**config.mk**
```make
export PLATFORM = sky130hd
export DESIGN_NAME = seg_display_ctrl
export DESIGN_NICKNAME = d
export VERILOG_FILES = /design/src/rtl/seg_display_ctrl.sv
export SDC_FILE = /design/constraint.sdc
export NUM_CORES = 1
export LEC_CHECK = 0
export CAP_MARGIN = 10
export CORE_AREA = 2 2 132 134
export DETAILED_ROUTE_END_ITERATION = 8
export DIE_AREA = 0 0 134 136
export HOLD_SLACK_MARGIN = 0.15
export SKIP_LAST_GASP = 1
export SYNTH_ARGS = -nofsm -noshare
export SYNTH_HDL_FRONTEND = slang
export SYNTH_SLANG_ARGS = --single-unit
export TNS_END_PERCENT = 20
```
**constraint.sdc**
```tcl
create_clock -name clk -period 2.25 [get_ports clk]
set_input_delay 0.45 -clock clk [delete_from_list [all_inputs] [get_ports clk]]
set_output_delay 0.45 -clock clk [all_outputs]
set_load 0.005 [all_outputs]
```
**src/rtl/seg_display_ctrl.sv**
```systemverilog
// seg_display_ctrl: multi-digit hex 7-segment driver with load, free-running count, blink and leading-zero blanking
//   clk, rst_n       : clock, asynchronous active-low reset
//   data, load       : value to latch and its one-cycle strobe
//   mode             : 0 static, 1 up-counter advancing every TICK_DIV cycles
//   blink_en         : blank whole display on alternate BLINK_DIV-cycle phases
//   lz_blank         : blank digits above the most significant nonzero digit
//   value            : displayed value register
//   seg              : registered active-low segments, {g,f,e,d,c,b,a} per digit
module seg_display_ctrl #(
  parameter int DIGITS    = 2,
  parameter int TICK_DIV  = 50000000,
  parameter int BLINK_DIV = 25000000
) (
  input  logic                  clk,
  input  logic                  rst_n,
  input  logic [4*DIGITS-1:0]   data,
  input  logic                  load,
  input  logic                  mode,
  input  logic                  blink_en,
  input  logic                  lz_blank,
  output logic [4*DIGITS-1:0]   value,
  output logic [7*DIGITS-1:0]   seg
);
  localparam int PW = $clog2(TICK_DIV);
  localparam int BW = $clog2(BLINK_DIV);
  logic [PW-1:0]       pre_q, pre_d;
  logic [BW-1:0]       blk_q, blk_d;
  logic                on_q, on_d;
  logic [4*DIGITS-1:0] value_q, value_d;
  logic [7*DIGITS-1:0] seg_q, seg_d;
  logic                tick, blk_wrap, show, zero_above;
  function automatic logic [6:0] hex7(input logic [3:0] n);
    case (n)
      4'h0: hex7 = 7'h40;
      4'h1: hex7 = 7'h79;
      4'h2: hex7 = 7'h24;
      4'h3: hex7 = 7'h30;
      4'h4: hex7 = 7'h19;
      4'h5: hex7 = 7'h12;
      4'h6: hex7 = 7'h02;
      4'h7: hex7 = 7'h78;
      4'h8: hex7 = 7'h00;
      4'h9: hex7 = 7'h10;
      4'hA: hex7 = 7'h08;
      4'hB: hex7 = 7'h03;
      4'hC: hex7 = 7'h46;
      4'hD: hex7 = 7'h21;
      4'hE: hex7 = 7'h06;
      default: hex7 = 7'h0E;
    endcase
  endfunction
  always_comb begin
    tick = mode && (pre_q == PW'(TICK_DIV - 1));
    value_d = load ? data : tick ? value_q + 1'b1 : value_q;
    pre_d = (load || !mode || tick) ? '0 : pre_q + 1'b1;
    blk_wrap = blk_q == BW'(BLINK_DIV - 1);
    blk_d = (!blink_en || blk_wrap) ? '0 : blk_q + 1'b1;
    on_d = !blink_en || (on_q ^ blk_wrap);
    // dropping blink_en shows digits on the same edge it is sampled, like lz_blank
    show = on_q || !blink_en;
    zero_above = 1'b1;
    seg_d = '1;
    // walk from the top digit down; zero_above stays set while every digit so far is zero
    for (int i = DIGITS - 1; i >= 0; i--) begin
      zero_above = zero_above && (value_q[4*i +: 4] == 4'h0);
      seg_d[7*i +: 7] = (!show || (lz_blank && zero_above && i != 0)) ? 7'h7F : hex7(value_q[4*i +: 4]);
    end
  end
  always_ff @(posedge clk or negedge rst_n) begin
    if (!rst_n) begin
      value_q <= '0;
      pre_q   <= '0;
      blk_q   <= '0;
      on_q    <= 1'b1;
      seg_q   <= '1;
    end else begin
      value_q <= value_d;
      pre_q   <= pre_d;
      blk_q   <= blk_d;
      on_q    <= on_d;
      seg_q   <= seg_d;
    end
  end
  assign value = value_q;
  assign seg   = seg_q;
endmodule

```
**Word level (Yosys, flattened, before mapping)**

Memories as Yosys holds them, arrays and structs flattened.
Cells that the tools add are included.

- Bits in registers: 74
- Output and inout port bits: 22
- Memories kept: 2
- Input bits: 14
- Bits in latches: 0
- Word-level logic and storage cells: 32
- ROM bits: 224
- Memory bits (writable): 0

Memory list:

| memory | words | width | rd ports | clocked after memory_dff | write ports | line | source |
|---|---|---|---|---|---|---|---|
| (no name shown) | 16 | 7 | 1 | 0 | 0 | 33 | `case (n)` |
| (no name shown) | 16 | 7 | 1 | 0 | 0 | 33 |  |

- Add/sub/neg operators: 3
- Bitwise operators: 1
- Reduce and logical (&&, ||, !) cells: 13
- Magnitude comparators: 0
- Div/mod/pow operators: 0
- Equal/unequal tests: 2
- Multiply operators: 0
- Shift operators: 0
- Muxes and demuxes: 6

Operators by type and width:

| kind | number |
|---|---|
| $add 26x1->26 const B | 1 |
| $eq 26x26->1 const B | 1 |
| $mux 26 | 1 |
| $add 25x1->25 const B | 1 |
| $eq 25x25->1 const B | 1 |
| $mux 25 | 1 |
| $mux 8 | 2 |
| $mux 7 | 2 |
| $add 8x1->8 const B | 1 |
| $logic_or 1x1->1 | 6 |
| $logic_not 4->1 | 1 |
| $logic_not 1->1 | 3 |
| $logic_and 1x1->1 | 2 |
| $reduce_bool 2->1 | 1 |
| $xor 1x1->1 | 1 |

**Longest topological paths before layout**

- Depth in word-level cells: 5
- Gate-level depth with buffers: 7

**Worst setup path after synthesis**

OpenSTA, ideal clock, no wires.

- Path type: register to register
- Start: register pre_q[10]
- End: register value_q[4], in the netlist value[4]
- Clock period less this slack: 2,294 ps
- Cell stages (with the launch flop): 6
- Setup time: 82 ps
- Data arrival time: 2,212 ps
- Slack: -44 ps
- Required time: 2,168 ps
- Buffers on the path: 1
- Path through: dfrtp_1 buf_6 or4_4 or4_4 or4_1 a31oi_1

- Word-level cells in the longest chain between the ends: 3

RTL lines:

| item | line | source |
|---|---|---|
| start: declaration | 26 | `logic [PW-1:0] pre_q, pre_d;` |
| start signal: assignment | 78 | `pre_q <= pre_d;` |
| $eq 26x26->1 | 53 | `tick = mode && (pre_q == PW'(TICK_DIV - 1));` |
| $logic_and 1x1->1 | 53 |  |
| $reduce_bool 2->1 (no line) | - |  |
| end signal: assignment | 77 | `value_q <= value_d;` |
| end: declaration | 29 | `logic [4*DIGITS-1:0] value_q, value_d;` |

Every way passes these cells.
A chain may end at the register's enable or synchronous reset.

**Final worst setup path**

- Start: register pre_q[16]
- End: register value_q[2], in the netlist value[2]

The elaborated chain is that of the path after synthesis.

==> run_results.csv <==
group,metric,value,unit
clock_tree,clk_pin_slew,0.06,ns
sta,max_freq,0.447,GHz
logic_synthesis,syn_nets,467,
power_and_ir_drop,pwr-share-comb,0.120,
global_route,grt_pass1_wl,15700,um
logic_synthesis,yosysWarnings,0,
setup_path,cp_num_buf_inv,0,
drt,drtIter0Drc,166,
global_route,grt-ovfl-total,0,
drt,met3RoutedLength,296,um
place,placed_area,4850,um^2
sta,timing.final.ws_setup,0.0105,ns
power_and_ir_drop,swShare,0.237,
finish,design_area,5210,um^2
drt,drc,0,
place,place.gp.congestion,0.807,
sta,post-route-min-period,2.24,ns
power_and_ir_drop,power.internal,2.61,mW
setup_path,critPathCaptureType,"register",
finish,multi_input_area,2090,um^2
sta,clock_skew,0.00625,ns
setup_path,cp_slowest_stage_delay,0.59,ns
logic_synthesis,syn_avg_cell_area,9.39,um^2
finish,fillCellCount,1726,
power_and_ir_drop,p_leak,1.99,nW
finish,diodes,0,
logic_synthesis,syn_inst,439,
finish,drive_gt1_frac,0.138,
drt,drt-total-wl,9450,um
drt,drtPass1Iterations,4,
logic_synthesis,syn_area,4120,um^2
clock_tree,h-tree-depth,3,
die,core_area,16900,um^2
finish,stdcell_count,724,
setup_path,timing.rr.end,"value[2]",
power_and_ir_drop,max-vdd-ir-drop,0.496,mV
sta,tightestPinTransition,0.532,ns
setup_path,worstPathRequired,2.51,ns
clock_tree,clk-insertion-delay-late,0.33,ns
logic_synthesis,yosysUniqueCellTypes,42,
die,rows,48,
setup_path,crit_end,"value[2]",
setup_path,arrival,2.50,ns
setup_path,crit_path_start_kind,"register",
setup_path,reg2reg_slack,0.01,ns
clock_tree,cts_buffers,9,
run_status,status,"completed",
setup_path,cpLargestDelayFamily,"simple AND/OR/NAND/NOR gates",
die,fp.dieH,136,um
setup_path,crit_chain,"or4b_4 -> or4_4 -> or4_1 -> a31oi_1",
power_and_ir_drop,power_frac_clock,0.452,
drt,ant_nets,0,
clock_tree,clk_path_buf_depth,2,
finish,fin_nets,522,
logic_synthesis,synth_ff_type,"dfrtp_1",
finish,final_cell_mix,"59 x dfrtp_1, 40 x nor2_1, 34 x nand2_1",
clock_tree,tritoncts,"done",
clock_tree,cts-root-buf,"clkbuf_16",
clock_tree,clock-sinks,74,
sta,maxSlewHeadroom,0.644,
power_and_ir_drop,seqPwrFrac,0.428,
setup_path,crit-reg2reg-launch,"pre_q[16]",
global_route,grt_max_degree,40,
drt,dr.max_layer_used,"met4",
run,cap_violations,0,
place,hpwl,6690,um
setup_path,crit_slowest_cell,"or4_4",
setup_path,crit_cells,4,
setup_path,crit_start,"pre_q[16]",
logic_synthesis,synth_edf_count,0,
global_route,antenna_found_initial,0,
logic_synthesis,async_flop_share,1.00,
sta,finalCritPeriodShare,0.995,
power_and_ir_drop,power.total,3.41,mW
global_route,first_global_vias,3362,
setup_path,path_max_fanout,8,
setup_path,crit_type,"register to register",
logic_synthesis,synth_seq_area_share,0.454,
drt,num_vias,3540,
die,pin_count,36,
sta,slew_violations,0,
power_and_ir_drop,powerDensity,655,nW/um^2
finish,synthToLayoutAreaGrowth,26.4,%
logic_synthesis,ys_ff_latch,74,
sta,finalHoldViolCount,0,
sta,rsz0062_at_grt,"true",
setup_path,ff2ff_path_depth,4,
drt,m1WireLength,4410,um
sta,setup_viol,0,
die,die_w,134,um
place,dp_cells,703,
place,pre_cts_slack,-0.487,ns
finish,final_common_cell,"dfrtp_1",
drt,via_per_inst,4.89,
worst_hold_path,hold_path.class,"register to register",
worst_hold_path,whs_path_depth,1,
global_route,track_usage,0.105,
drt,wl_per_cell,13.1,um
sta,tns,0,ns
drt,wl_met2,4650,um
place,io_buffers,35,
power_and_ir_drop,p_switching,0.808,mW
finish,register_area,1870,um^2
die,start_util,0.244,
die,die_area,18200,um^2
[cell families after synthesis]
group	synth area share
buffers and inverters	0.0422
AOI/OAI and AO/OA	0.136
adders and majority gates	0.0425
and+or+nand+nor	0.262
DFF	0.454
xor gates and xnor gates	0.0595
muxes	0.00516
[metal layers]
layer / track usage / vias to the layer above
li1: - / 1726
met1: 0.130 / 1742
met2: 0.180 / 64
met3: 0.0283 / 8
met4: 0.0319 / 0
met5: 0 / -
[per-stage QoR]
stage	hold slack, ns	utilization
global route	0.551	0.309
CTS	0.519	0.308
finish	0.510	0.309
detailed placement	0.461	0.287
global placement	0.449	0.287
floorplan	0.154	-
[worst reg2reg max path, stage by stage, from the launching register on]
cell     delay (ns)
dfrtp_1        0.38
or4b_4         0.54
or4_4          0.59
or4_1          0.48
a31oi_1        0.18
[sequential cells by signal, indices dropped and copies added (netlist names)]
register / count
pre_q: 26
seg: 14
on_q: 1
blk_q: 25
value: 8
[cell usage after synthesis, drive strengths merged, types with 15 or more instances]
| master | instances | area share |
|---|---|---|
| nor2 | 40 | 0.036 |
| dfstp | 15 | 0.096 |
| nand2 | 34 | 0.031 |
| a21oi | 23 | 0.028 |
| o21ai | 17 | 0.023 |
| or4 | 24 | 0.046 |
| nand3 | 33 | 0.040 |
| o31ai | 21 | 0.038 |
| dfrtp | 59 | 0.36 |
| nand4 | 16 | 0.024 |
[power by group through the flow]
stage / logic [mW] / clock network [mW] / registers (mW)
6_report: 0.410 / 1.54 / 1.46
3_3_place_gp: 0.408 / 0 / 1.48
5_1_grt: 0.455 / 1.64 / 1.47
2_1_floorplan: 0.187 / 0 / 1.49
3_5_place_dp: 0.414 / 0 / 1.49
4_1_cts: 0.416 / 1.58 / 1.46
[worst min-delay path by stage]
| stage | from | end | slack [ns] |
|---|---|---|---|
| floorplan | rst_n | blk_q[0] | 0.15 |
| global placement | rst_n | blk_q[14] | 0.45 |
| detailed placement | rst_n | blk_q[12] | 0.46 |
| CTS | blk_q[0] | blk_q[0] | 0.52 |
| global route | on_q | on_q | 0.55 |
| finish | blk_q[0] | blk_q[0] | 0.51 |
[layout make-up]
class,count,area share
inverter,13,0.00936
sequential,74,0.359
clock buffer,10,0.0439
timing repair buffer,65,0.115
tap,225,0.0540
multi-input combinational,331,0.402
clock inverter,6,0.0173
[what timing repair did]
| action | CTS | global route |
|---|---|---|
| pin swaps | 6 | 5 |
| setup buffers | 2 | 2 |
| endpoints found under the setup margin | 30 | 29 |
| hold buffers | 1 | 0 |
| gates resized for setup | 2 | 1 |
| hold endpoints to repair | 20 | 0 |
Note: power is estimated with default switching activity, not from simulation.
